### config.mk
export PLATFORM = sky130hd
export DESIGN_NAME = multi_clock_divider
export DESIGN_NICKNAME = d
export VERILOG_FILES = /design/src/rtl/clk_div_pkg.sv /design/src/rtl/clock_divider_ch.sv /design/src/rtl/multi_clock_divider.sv
export SDC_FILE = /design/constraint.sdc
export NUM_CORES = 1
export LEC_CHECK = 0
export CAP_MARGIN = 40
export CELL_PAD_IN_SITES_DETAIL_PLACEMENT = 0
export CELL_PAD_IN_SITES_GLOBAL_PLACEMENT = 1
export CORE_UTILIZATION = 49
export CTS_BUF_LIST = sky130_fd_sc_hd__clkbuf_8
export DETAILED_ROUTE_END_ITERATION = 6
export GPL_TIMING_DRIVEN = 0
export PLACE_DENSITY = 0.95
export SETUP_SLACK_MARGIN = 0.02
export SYNTH_ARGS = -nofsm -noshare
export SYNTH_HDL_FRONTEND = slang
export SYNTH_SLANG_ARGS = --single-unit
### constraint.sdc
create_clock -name clk -period 4.71 [get_ports clk]
set_clock_uncertainty 0.05 [all_clocks]
set_input_delay 1.413 -clock clk [delete_from_list [all_inputs] [get_ports clk]]
set_output_delay 1.413 -clock clk [all_outputs]
set_load 0.05 [all_outputs]
### src/rtl/clk_div_pkg.sv
// Shared defaults and helpers for the multi-channel clock divider.
package clk_div_pkg;

  localparam int unsigned CNT_W_DEFAULT       = 18;
  localparam int unsigned DEFAULT_DIV_DEFAULT = 250000;

  // Channel-select width; a single channel still gets a 1-bit select.
  function automatic int unsigned ch_width(input int unsigned n);
    int unsigned w;
    w = int'($clog2(n));
    return (n <= 1) ? 1 : w;
  endfunction

endpackage

### src/rtl/clock_divider_ch.sv
// One divider channel: active/shadow half-period, counter, tick and divided clock.
module clock_divider_ch
  import clk_div_pkg::*;
#(
  parameter int unsigned CNT_W       = CNT_W_DEFAULT,
  parameter int unsigned DEFAULT_DIV = DEFAULT_DIV_DEFAULT
) (
  input  logic             clk,
  input  logic             rst,
  input  logic             en,
  input  logic             cfg_wr,
  input  logic             cfg_sync,
  input  logic [CNT_W-1:0] cfg_div,
  output logic             pending,
  output logic             tick,
  output logic             slow_clk
);

  logic [CNT_W-1:0] div;
  logic [CNT_W-1:0] cnt;
  logic [CNT_W-1:0] shadow;
  logic             div_zero;
  logic             wrap;

  assign div_zero = (div == '0);
  assign wrap     = en && !div_zero && (cnt == div - CNT_W'(1));

  // Counting first, then any accepted update overrides (sync beats a wrap).
  always_ff @(posedge clk) begin
    if (rst) begin
      div      <= CNT_W'(DEFAULT_DIV);
      shadow   <= CNT_W'(DEFAULT_DIV);
      cnt      <= '0;
      pending  <= 1'b0;
      tick     <= 1'b0;
      slow_clk <= 1'b0;
    end else begin
      tick <= 1'b0;
      if (pending && (!en || div_zero)) begin
        div     <= shadow;
        cnt     <= '0;
        pending <= 1'b0;
      end else if (wrap) begin
        cnt      <= '0;
        tick     <= 1'b1;
        slow_clk <= ~slow_clk;
        if (pending) begin
          div     <= shadow;
          pending <= 1'b0;
        end
      end else if (en && !div_zero) begin
        cnt <= cnt + CNT_W'(1);
      end else if (div_zero) begin
        cnt <= '0;
      end

      if (cfg_wr) begin
        if (cfg_sync) begin
          div      <= cfg_div;
          cnt      <= '0;
          slow_clk <= 1'b0;
          tick     <= 1'b0;
          pending  <= 1'b0;
        end else begin
          shadow  <= cfg_div;
          pending <= 1'b1;
        end
      end
    end
  end

endmodule

### src/rtl/multi_clock_divider.sv
// Bank of independent clock dividers sharing one valid/ready divisor update port.
module multi_clock_divider
  import clk_div_pkg::*;
#(
  parameter int unsigned NUM_CH      = 4,
  parameter int unsigned CNT_W       = CNT_W_DEFAULT,
  parameter int unsigned DEFAULT_DIV = DEFAULT_DIV_DEFAULT
) (
  input  logic                        clk,
  input  logic                        rst,
  input  logic [NUM_CH-1:0]           en,
  input  logic                        cfg_valid,
  output logic                        cfg_ready,
  input  logic [ch_width(NUM_CH)-1:0] cfg_ch,
  input  logic [CNT_W-1:0]            cfg_div,
  input  logic                        cfg_sync,
  output logic [NUM_CH-1:0]           tick,
  output logic [NUM_CH-1:0]           slow_clk
);

  localparam int unsigned CH_W    = ch_width(NUM_CH);
  localparam int unsigned CH_SPAN = 1 << CH_W;

  logic [NUM_CH-1:0]  pending;
  logic [CH_SPAN-1:0] pending_span;
  logic               cfg_xfer;

  // Unused select codes map to zero-padded bits, so they always read ready.
  assign pending_span = CH_SPAN'(pending);
  assign cfg_ready    = ~pending_span[cfg_ch];
  assign cfg_xfer     = cfg_valid && cfg_ready;

  for (genvar i = 0; i < NUM_CH; i++) begin : g_ch
    logic cfg_wr;
    assign cfg_wr = cfg_xfer && (cfg_ch == CH_W'(i));

    clock_divider_ch #(
      .CNT_W       (CNT_W),
      .DEFAULT_DIV (DEFAULT_DIV)
    ) u_ch (
      .clk      (clk),
      .rst      (rst),
      .en       (en[i]),
      .cfg_wr   (cfg_wr),
      .cfg_sync (cfg_sync),
      .cfg_div  (cfg_div),
      .pending  (pending[i]),
      .tick     (tick[i]),
      .slow_clk (slow_clk[i])
    );
  end

endmodule
==> run summary <==
Commonest cells after routing, fill and taps aside = 228 x dfxtp_1, 205 x nand2_1, 153 x nor2_1, 83 x clkbuf_1
GRT Resource Usage Total = 0.264
Hold Startpoint = g_ch[1].u_ch.shadow[1]
FF/Latch Area = 4560 sq um
TritonCTS Buffers = 41
Initial core utilization = 0.503
Leak Pwr = 4.79 nW
H-tree Lvls = 2
Register area share after synthesis = 0.371
Reg-to-reg critical path startpoint = g_ch[2].u_ch.div[0]
Min cycle time layout = 4.54 ns
Largest net degree at the start of global routing = 11
Yosys reg bits = 228
Max-cap viol count = 0
Mapped Cells = 1517
Vias in the first global route = 10900
Congestion Overflow GR = 0
Post-synth ARST share = 0
DR WL/cell = 17.6 um
CTS Buffer Depth = 3
Cell Pwr Density = 302 nW/um^2
Layout area overhead = 11.2%
Startpoint class of the critical path = primary input
Fin area = 13700 sq um
Slowest cell delay on critical path = 0.65 ns
Worst VDD drop = 0.229 mV
CP Cell Sequence = clkdlybuf4s50_1 > mux4_2 > inv_1 > dlygate4sd2_1
Finished Layout Cells = 1930
Hold WS = 0.403 ns
Resized Gates After CTS = 1
Tcrit/Tclk final = 0.964
Yosys warns = 0
Post-synth cell types = 73
Vias after detailed routing = 11500
Fraction of layout instances using a drive strength above 1 = 0.0710
Die W = 161 um
Mux cell area share after synthesis = 0.0450
Gpl congestion = 0.911
CP Data Required Time = 3.25 ns
Post-route ant nets = 0
RSZ-0062 raised after global routing = no
Worst min path class = reg2reg
Setup-failing EPs final = 0
Fill cell count = 2301
Final #Nets = 1623
DRT iter0 DRCs = 903
PortBufs = 20
Top-Level Pins = 37
Die height = 161 um
Multi-input gate area = 7160 sq um
Detail-routed via count per cell = 5.95
CP Max Fanout = 5
Synth Area in XOR/XNOR = 0.0981
Area share of fa/ha/maj cells after synthesis = 0.0122
Rows = 57
Synth Area in Compound Gates = 0.131
CTS root buf = clkbuf_8
Total core area = 24500 sq um
Rel. slew slack = 0.386
Drt total wl = 34.0 mm
Number of synthesized flops with an enable pin = 0
Final Hold Fails = 0
Placed Area = 12900 sq um
First-pass GRT wire length = 55.4 mm
DR pass1 iterations = 5
Placed Cells incl. Taps = 1864
Initial antenna violation count = 1
CTS tree = yes
Residual DRC count = 0
Dpl hpwl = 24.5 mm
Fmax = 0.220 GHz
Clk slew on worst S/H paths = 0.06 ns
Largest family of logic cells by synthesized area = simple AND/OR/NAND/NOR gates
Cts hold-fix bufs = 0
Synth Flop Type = dfxtp_1
Synthesized area = 12300 sq um
Fin. max-slew vios = 0
Worst EP arrival = 3.08 ns
Critical Path Source = cfg_ch[0]
Clk sink count = 228
Synth Area in Simple Gates = 0.295
Mapped Avg Cell Area = 8.12 sq um
Die area = 25800 sq um
# Post-CTS Setup Buffers = 0
Syn nets = 1557
Commonest non-fill, non-tap cell in the layout = dfxtp_1
Clock latency on the worst-skew pair = 0.54 ns
CP max-delay cell = clkdlybuf4s50_1
Critical path class = in2out
Post-synth top area share = 0.371
Critical path endpoint category = output pin
Top post-synthesis cells by area = dfxtp_1 37%, nand2_1 6.2%, xnor2_1 5.7%
Worst-Margin Slew = 0.913 ns
Yosys top cell by area = dfxtp_1
Status = complete, no violations
[Yosys cell counts, drive strengths merged (30+ instances only)]
cell type / count
clkbuf: 86
nand4: 37
buf: 30
nand2: 205
dfxtp: 228
nand3: 55
nor4: 57
xnor2: 80
a21oi: 61
nand3b: 32
mux2i: 43
nor3: 80
xor2: 58
a211oi: 54
nor2: 153
[state kept, by name, summed over array words and instances (netlist names)]
name                count
g_ch.u_ch.cnt          72
g_ch.u_ch.div          72
g_ch.u_ch.shadow       72
g_ch.u_ch.pending       4
g_ch.u_ch.slow_clk      4
g_ch.u_ch.tick          4
[final timing paths]
kind / endpoint / slack [ns] / cells after the start
max: cfg_ready / 0.17 / 4
min: g_ch[1].u_ch.shadow[1] / 0.40 / 2
max reg2reg: g_ch[2].u_ch.cnt[13] / 0.81 / 13
min reg2reg: g_ch[1].u_ch.shadow[1] / 0.40 / 2
[metrics by stage]
step / setup slack [ns] / setup TNS (ns) / utilization / total power [W]
after detailed placement: -0.0656 / -0.0656 / 0.529 / 0.00242
after global routing: 0.151 / 0 / 0.560 / 0.00429
after global placement: -0.0579 / -0.0579 / 0.528 / 0.00241
after CTS: 0.211 / 0 / 0.560 / 0.00416
final: 0.169 / 0 / 0.560 / 0.00413
after floorplan: 0.759 / 0 / - / 0.00230
[critical path: cells and delay by family]
family / cells / cell delay [ns]
buffers and inverters: 3 / 1.24
muxes: 1 / 0.41
[layer usage]
metal  vias up  wire length, um  track usage
li1       5584                -            -
met1      5443            15200        0.353
met2       373            15300        0.421
met3        75             2510       0.0501
met4         0              962       0.0957
met5         -                0            0
[cell type report]
cell class / count / share of cell area
diodes: 1 / 0.000183
plain buffers: 116 / 0.0391
clock buffers: 49 / 0.0493
clock inverters: 16 / 0.00530
inverters: 15 / 0.00411
multi-input cells: 1158 / 0.523
flip-flops and latches: 228 / 0.333
well taps: 324 / 0.0296
repair buffers: 23 / 0.0161
[power breakdown]
part / internal, W / switching, W / total [W]
Clock: 0.000934 / 0.000811 / 0.00175
Sequential: 0.00197 / 0.0000491 / 0.00202
Combinational: 0.000127 / 0.000234 / 0.000362
Total: 0.00304 / 0.00109 / 0.00413
[logic make-up (layout without fill, tap and decap cells)]
family	Yosys count	count (layout)
simple gates	726	726
mux	53	53
fa+ha+maj	12	12
flops	228	228
xor+xnor	138	138
compound gates	229	229
other cells	0	1
buf+inv	131	219
Power figures use the tool's default switching activity.
